File: src/rtl/shift_seq_unit.sv
// shift_seq_unit
//   Multi-cycle shift/rotate unit with single-cycle concat and replicate.
//   The shift and rotate engine moves operand a by one bit per clock.
//   Inputs and outputs each use a valid/ready handshake.
//
// Parameters
//   W   operand width (power of two, >= 4)
//   SW  shift-amount width, $clog2(W)+1 (derived)
//
// Ports
//   clk, rst   clock and synchronous active-high reset
//   in_valid   operand/mode/shamt valid
//   in_ready   unit idle and able to accept
//   in_a       primary operand (shifted/rotated)
//   in_b       secondary operand (concat only)
//   in_mode    0 LSL, 1 LSR, 2 ASR, 3 ROL, 4 ROR, 5 CONCAT {b,a}, 6 REPL {a,a}, 7 PASS
//   in_shamt   shift amount
//   out_valid  result valid, held until taken
//   out_ready  consumer accepts result
//   out_data   2*W-bit result
//   out_ovf    sticky flag: a set bit was shifted out (present only with SHIFT_SEQ_OVF_EN)
//
// Build option: define SHIFT_SEQ_OVF_EN to add the out_ovf port and its logic.
module shift_seq_unit #(
  parameter  int unsigned W  = 8,
  localparam int unsigned SW = $clog2(W) + 1
) (
  input  logic            clk,
  input  logic            rst,
  input  logic            in_valid,
  output logic            in_ready,
  input  logic [W-1:0]    in_a,
  input  logic [W-1:0]    in_b,
  input  logic [2:0]      in_mode,
  input  logic [SW-1:0]   in_shamt,
  output logic            out_valid,
  input  logic            out_ready,
  output logic [2*W-1:0]  out_data
`ifdef SHIFT_SEQ_OVF_EN
  ,
  output logic            out_ovf
`endif
);

  typedef enum logic [1:0] {IDLE, SHIFT, DONE} state_t;
  typedef enum logic [2:0] {
    M_LSL, M_LSR, M_ASR, M_ROL, M_ROR, M_CONCAT, M_REPL, M_PASS
  } mode_t;

  state_t        state, state_nxt;
  mode_t         mode_r;
  logic [W-1:0]  work;
  logic [W-1:0]  hi;
  logic [SW-1:0] cnt;
  logic [SW-1:0] n_calc;
  logic          accept;

  assign in_ready  = (state == IDLE);
  assign out_valid = (state == DONE);
  assign out_data  = {hi, work};
  assign accept    = in_valid && in_ready;

  // Step count: shifts saturate at W, rotates wrap modulo W (W is a power of two).
  always_comb begin
    n_calc = '0;
    case (mode_t'(in_mode))
      M_LSL, M_LSR, M_ASR: n_calc = (in_shamt >= SW'(W)) ? SW'(W) : in_shamt;
      M_ROL, M_ROR:        n_calc = in_shamt & SW'(W - 1);
      default:             n_calc = '0;
    endcase
  end

  always_ff @(posedge clk) begin
    if (rst) state <= IDLE;
    else     state <= state_nxt;
  end

  always_comb begin
    state_nxt = state;
    case (state)
      IDLE:    if (accept) state_nxt = (n_calc == '0) ? DONE : SHIFT;
      SHIFT:   if (cnt == SW'(1)) state_nxt = DONE;
      DONE:    if (out_ready) state_nxt = IDLE;
      default: state_nxt = IDLE;
    endcase
  end

  always_ff @(posedge clk) begin
    if (rst) begin
      work   <= '0;
      hi     <= '0;
      cnt    <= '0;
      mode_r <= M_LSL;
    end else begin
      case (state)
        IDLE: begin
          if (accept) begin
            mode_r <= mode_t'(in_mode);
            cnt    <= n_calc;
            work   <= in_a;
            case (mode_t'(in_mode))
              M_CONCAT: hi <= in_b;
              M_REPL:   hi <= in_a;
              default:  hi <= '0;
            endcase
          end
        end
        SHIFT: begin
          cnt <= cnt - SW'(1);
          case (mode_r)
            M_LSL:   work <= {work[W-2:0], 1'b0};
            M_LSR:   work <= {1'b0, work[W-1:1]};
            M_ASR:   work <= {work[W-1], work[W-1:1]};
            M_ROL:   work <= {work[W-2:0], work[W-1]};
            M_ROR:   work <= {work[0], work[W-1:1]};
            default: work <= work;
          endcase
        end
        default: ;
      endcase
    end
  end

`ifdef SHIFT_SEQ_OVF_EN
  logic ovf_r;

  // The bit leaving the word on this step is the MSB for LSL and the LSB for LSR/ASR.
  always_ff @(posedge clk) begin
    if (rst) begin
      ovf_r <= 1'b0;
    end else if (accept) begin
      ovf_r <= 1'b0;
    end else if (state == SHIFT) begin
      case (mode_r)
        M_LSL:        if (work[W-1]) ovf_r <= 1'b1;
        M_LSR, M_ASR: if (work[0])   ovf_r <= 1'b1;
        default: ;
      endcase
    end
  end

  assign out_ovf = ovf_r;
`endif

endmodule

File: config.mk
export PLATFORM = sky130hd
export DESIGN_NAME = shift_seq_unit
export DESIGN_NICKNAME = d
export VERILOG_FILES = /design/src/rtl/shift_seq_unit.sv
export SDC_FILE = /design/constraint.sdc
export NUM_CORES = 1
export LEC_CHECK = 0
export BUFFER_PORTS_ARGS = -buffer_cell sky130_fd_sc_hd__buf_2
export CORE_ASPECT_RATIO = 1.4
export CORE_MARGIN = 1
export CORE_UTILIZATION = 45
export DETAILED_ROUTE_END_ITERATION = 6
export PLACE_DENSITY_LB_ADDON = 0.05
export SLEW_MARGIN = 20
export SYNTH_ARGS = -nofsm -noshare
export SYNTH_HDL_FRONTEND = slang
export SYNTH_SLANG_ARGS = --single-unit
File: constraint.sdc
create_clock -name clk -period 2 [get_ports clk]
set_input_delay 0.2 -clock clk [delete_from_list [all_inputs] [get_ports clk]]
set_output_delay 0.2 -clock clk [all_outputs]
set_load 0.005 [all_outputs]
== Word level (Yosys, flattened, before mapping) ==
Cells that the tools add are included.

* Bits in registers: 25
* Bits in latches: 0
* Bits in writable memories: 0
* Memory bits (read-only): 0
* Input port bits: 27
* Output and inout bits: 18
* Word-level logic and storage cells: 53
* Memories kept: 0

* Add/subtract/negate cells: 1
* $mul: 0
* Div/mod/pow operators: 0
* Magnitude comparators: 1
* Equal/unequal tests: 19
* Shift-type cells: 0
* Mux-type cells: 13
* Bitwise logic cells: 0
* Reduce and logical (&&, ||, !) cells: 13

{| class="wikitable"
|+ Operators with widths
! cell !! count
|-
| 8-bit one-hot mux with 5 select lines || 1
|-
| 8-bit one-hot mux with 2 select lines || 2
|-
| 4-bit one-hot mux with 2 select lines || 2
|-
| 3-bit by 2-bit equality test with 1-bit output (second input constant) || 4
|-
| 3-bit equality test (second input constant) || 4
|-
| 2-bit 2-to-1 mux || 4
|-
| 4-bit 2-to-1 mux || 2
|-
| 8-bit 2-to-1 mux || 1
|-
| 3-bit by 1-bit equality test with 1-bit output (second input constant) || 2
|-
| 3-bit zero test || 2
|-
| 6-bit inequality test (second input constant) || 1
|-
| 2-bit one-hot mux with 3 select lines || 1
|-
| 3-bit AND reduction || 2
|-
| 5-bit inequality test (second input constant) || 1
|-
| 4-bit by 1-bit equality test with 1-bit output (second input constant) || 1
|-
| 4-bit greater-or-equal comparator (second input constant) || 1
|-
| 4-bit zero test || 1
|-
| 2-bit by 1-bit inequality test with 1-bit output (second input constant) || 2
|-
| 2-bit inequality test (second input constant) || 2
|-
| 2-bit AND reduction || 2
|-
| 4-bit AND reduction || 1
|-
| 4-bit by 1-bit subtractor with 4-bit output (second input constant) || 1
|-
| 3-bit OR reduction || 1
|-
| 2-bit by 1-bit equality test with 1-bit output (second input constant) || 1
|-
| other kinds (5) || 5
|}

== Longest topological paths before layout ==
* Depth after elaboration: 7
* Gate-level depth with buffers: 6
* Gate-level depth less buffers: 5

== Worst setup path before layout ==
No wires, ideal clock.

* Path kind: reg2reg
* Start point: register mode_r[0]
* End point: register work[1]
* Library setup time: 132 ps
* Data arrival time: 1350 ps
* Data required time: 1868 ps
* Path slack: 519 ps
* Cell stages (with the launch flop): 7
* Path buffers: 2
* Clock period less this slack: 1481 ps
* Path through: dfxtp_1 buf_6 and2_4 buf_6 or4_1 o211ai_2 a311oi_2

* Word-level cells in the longest chain between the ends: 3
* Elaborated cells between the ends (all ways): 9
* Classes of those cells: 5 x eq/ne; 2 x mux; 2 x reduce/logical

{| class="wikitable"
|+ RTL lines
! what !! RTL line !! RTL
|-
| start, declared || 51 || <nowiki>mode_t mode_r;</nowiki>
|-
| start signal, assigned || 98 || <nowiki>mode_r <= mode_t'(in_mode);</nowiki>
|-
| 3-bit equality test (tied with other cells) || 110 || <nowiki>case (mode_r)</nowiki>
|-
| 8-bit one-hot mux with 5 select lines or 6-bit inequality test (tied branches) || n/a ||
|-
| 8-bit one-hot mux with 2 select lines or 3-bit AND reduction (tied branches) || n/a ||
|-
| end signal, assigned || 111 || <nowiki>M_LSL: work <= {work[W-2:0], 1'b0};</nowiki>
|-
| end signal, assigned || 112 || <nowiki>M_LSR: work <= {1'b0, work[W-1:1]};</nowiki>
|-
| end signal, assigned || 113 || <nowiki>M_ASR: work <= {work[W-1], work[W-1:1]};</nowiki>
|-
| end, declared || 52 || <nowiki>logic [W-1:0] work;</nowiki>
|}

Several ways; a longest one is shown, not always the timed one.
A chain may end at the register's enable or synchronous reset.

== Final worst setup path ==
* Start point: register state[0]
* End point: register work[3]

* Word-level cells in the longest chain between the ends: 4
* Elaborated cells between the ends (all ways): 8
* Classes of those cells: 3 x eq/ne; 1 x mux; 4 x reduce/logical

{| class="wikitable"
|+ RTL lines
! what !! RTL line !! RTL
|-
| start, declared || 50 || <nowiki>state_t state, state_nxt;</nowiki>
|-
| start signal, assigned || 75 || <nowiki>else state <= state_nxt;</nowiki>
|-
| branches (longest 4 deep; another with 6-bit inequality test) || n/a ||
|-
| end signal, assigned || 100 || <nowiki>work <= in_a;</nowiki>
|-
| end signal, assigned || 111 ||
|-
| end signal, assigned || 112 ||
|}

Several ways; the timed one is not identified.

==> flow_summary.yaml <==
timing:
  worst_pin_slew_ns: 0.637
  fin_skew_ns: 0.00201
  min_period_ns: 1.62
  finalHoldViolations: 0
  fmax_mhz: 615
  relSlewSlack_pct: 57.5
  rsz0062_at_grt: "false"
  slew_viol_final: 0
  setup_viol: 0
  min_period_over_period_pct: 81.2
  setup_slack_ns: 0.375
  tns_ns: 0
cts:
  cts_tree: "done"
  clk-insertion-delay-late_ns: 0.26
  cts_setup_buffers: 0
  clock_path_buffers: 2
  h-tree-depth: 1
  clock-sinks: 25
  ctsHoldBuffers: 0
  cts_made_buffers: 3
  root_buffer: "clkbuf_8"
  postCtsResizedCells: 0
  clk_pin_slew_worst_paths_ns: 0.09
floorplan:
  die_width_um: 49.6
  pin_count: 45
  row_count: 23
  core_area_sq_mm: 0.00294
  start_util_pct: 48.6
  die_h_um: 68.6
  dieArea_sq_mm: 0.00341
placement:
  place_congestion: 0.804
  place_worst_setup_slack_ns: 0.398
  hpwlAfterDp_mm: 2.71
  portBuffers: 44
detailed_routing:
  dr.pass1.iters: 4
  route.detailed.drc: 0
  drt_iter0_markers: 39
  vias: 1399
  drt-total-wl_mm: 3.62
  routedWlPerCell_um: 15.0
  via_per_inst: 5.80
  antenna_left: 0
pwr:
  powerDensity_mw_per_mm2: 768
  peakVddDrop_mv: 0.476
  leakage_nw: 0.728
worst_setup_path:
  cp-endpoint: "work[3]$_SDFFE_PP0P_"
  critPathMaxStageDelay_ns: 0.53
  r2r_start: "state[0]$_SDFFE_PP0P_"
  start_kind: "flip-flop"
  r2r_cells: 4
  worstPathMaxFanout: 14
  path_class: "flip-flop to flip-flop"
  arrival_ns: 1.80
  crit_slowest_cell: "dfxtp_1"
  r2r-end: "work[3]$_SDFFE_PP0P_"
  worstPathCellList: "o21bai_1 > a21oi_4 > nor2_1 > a311oi_1"
  r2r_setup_slack_ns: 0.38
  required_ns: 2.18
  cp-startpoint: "state[0]$_SDFFE_PP0P_"
  end_kind: "flip-flop"
synth:
  synth_area_sq_mm: 0.00143
  yosys.area.top_type: "dfxtp_1"
  yosys_warnings: 0
  syn-mean-instance-area_sq_um: 8.55
  synth_cell_types: 46
  ys_seq_area_share_pct: 35.1
  synth_seq_cells: 25
  synthTopCellsByArea: "dfxtp_1, nor2_1, a22oi_1"
  syn_nets: 196
  synth_top_area_share_pct: 35.1
  syn_inst: 167
grt:
  grt_antenna_before_repair: 0
  grt_max_degree: 28
  grt_pass1_wl_mm: 5.94
  grt_usage_pct: 22.2
  grt-ovfl-total: 0
  grt_pass1_vias: 1300
final_layout:
  utilization_pct: 57.0
  area.growth.synth_to_final_pct: 17.2
  diodes: 0
  nets: 234
  fill_cells: 310
  ff_latch_area_sq_um: 500
  multi_input_area_sq_um: 826
  drive_above_1_share_pct: 30.4
outcome:
  status: "complete, no violations"
flow_run:
  cap_viol_max_count: 0
hold_path:
  hold_class: "input port to flip-flop"
synthesized netlist by cell type, drive strengths merged:
| master | instances |
|---|---|
| a2111oi | 1 |
| a21bo | 1 |
| a21boi | 1 |
| a21oi | 11 |
| a22o | 8 |
| a22oi | 10 |
| a311oi | 6 |
| a31o | 1 |
| a31oi | 2 |
| a32o | 1 |
| and2 | 2 |
| buf | 10 |
| clkbuf | 3 |
| dfxtp | 25 |
| ha | 2 |
| inv | 5 |
| mux2 | 1 |
| mux2i | 2 |
| nand2 | 12 |
| nand2b | 1 |
| nand3 | 3 |
| nor2 | 24 |
| nor2b | 4 |
| nor3 | 5 |
| nor3b | 2 |
| nor4 | 1 |
| o211ai | 6 |
| o21a | 2 |
| o21ai | 3 |
| o21ba | 2 |
| o21bai | 1 |
| o22ai | 1 |
| or3b | 1 |
| or4 | 6 |
| xor2 | 1 |
per-stage QoR:
stage                     cells  hold WS [ns]  instance area (sq um)  power [mW]
final                       241         0.204                   1670        1.29
after detailed placement    237         0.484                   1630       0.989
after global routing        241         0.206                   1670        1.36
after global placement      237         0.474                   1630       0.976
after CTS                   241         0.199                   1670        1.29
after floorplan             167         0.336                   1430       0.875
placed cells by master, fill, tap and decap left out, types with 2 or more instances in the layout:
cell,synthesis,final
clkbuf_8,0,3
mux2i_1,2,2
a22oi_1,10,10
nand3_1,3,3
a311oi_1,5,5
buf_2,3,44
nor2b_1,4,4
a31oi_1,2,2
dfxtp_1,25,25
o21ai_0,3,3
or4_1,6,6
nand2_1,12,12
nor2_1,24,24
nor3_1,3,3
o211ai_1,5,5
buf_4,0,2
a21oi_1,10,10
a22o_1,8,8
inv_1,5,5
ha_1,2,2
where the power goes:
group          switching (mW)  internal, mW
combinational           0.204         0.168
clock                   0.167         0.139
sequential             0.0588         0.548
total                   0.430         0.855
state kept, by name (all words and copies together) (netlist names):
signal / cells
state: 2
hi: 8
work: 8
cnt: 4
mode_r: 3
worst max-delay path: cells and delay by family (launching register included):
family | cells | cell delay, ns
AND/OR/NAND/NOR | 1 | 0.07
AO/OA/AOI/OAI | 3 | 0.94
flip-flops | 1 | 0.53
final cells by class:
cell class | count | share of cell area, %
tap | 37 | 2.77
inverter | 5 | 1.12
sequential | 25 | 29.9
clock inverter | 1 | 0.299
multi-input combinational | 124 | 49.4
clock buffer | 3 | 2.47
timing repair buffer | 46 | 14.1
worst min-delay path by stage:
stage	startpoint	end	slack, ns	cells past startpoint
final	in_shamt[1]	cnt[1]$_SDFFE_PP0P_	0.20	3
after global routing	in_shamt[1]	cnt[1]$_SDFFE_PP0P_	0.21	3
after CTS	in_shamt[0]	cnt[0]$_SDFFE_PP0P_	0.20	3
after detailed placement	in_shamt[0]	cnt[0]$_SDFFE_PP0P_	0.48	3
after global placement	in_shamt[1]	cnt[1]$_SDFFE_PP0P_	0.47	3
after floorplan	in_mode[0]	mode_r[0]$_SDFFE_PP0P_	0.34	2
per-layer routing:
metal | GRT usage [%] | vias to the layer above | routed length, um
li1 | - | 690 | -
met1 | 29.0 | 671 | 1680
met2 | 40.0 | 36 | 1820
met3 | 1.97 | 2 | 108
met4 | 3.93 | 0 | 10
met5 | 0 | - | 0
cells by family after synthesis:
group / count (synthesis) / share of synthesized area [%]
adder cells (fa/ha/maj): 2 / 1.75
AND/OR/NAND/NOR: 61 / 22.3
AO/OA/AOI/OAI: 57 / 31.0
flip-flops: 25 / 35.1
multiplexers: 3 / 2.19
buffers and inverters: 18 / 7.10
XOR/XNOR: 1 / 0.614
(Power assumes the default switching activity.)
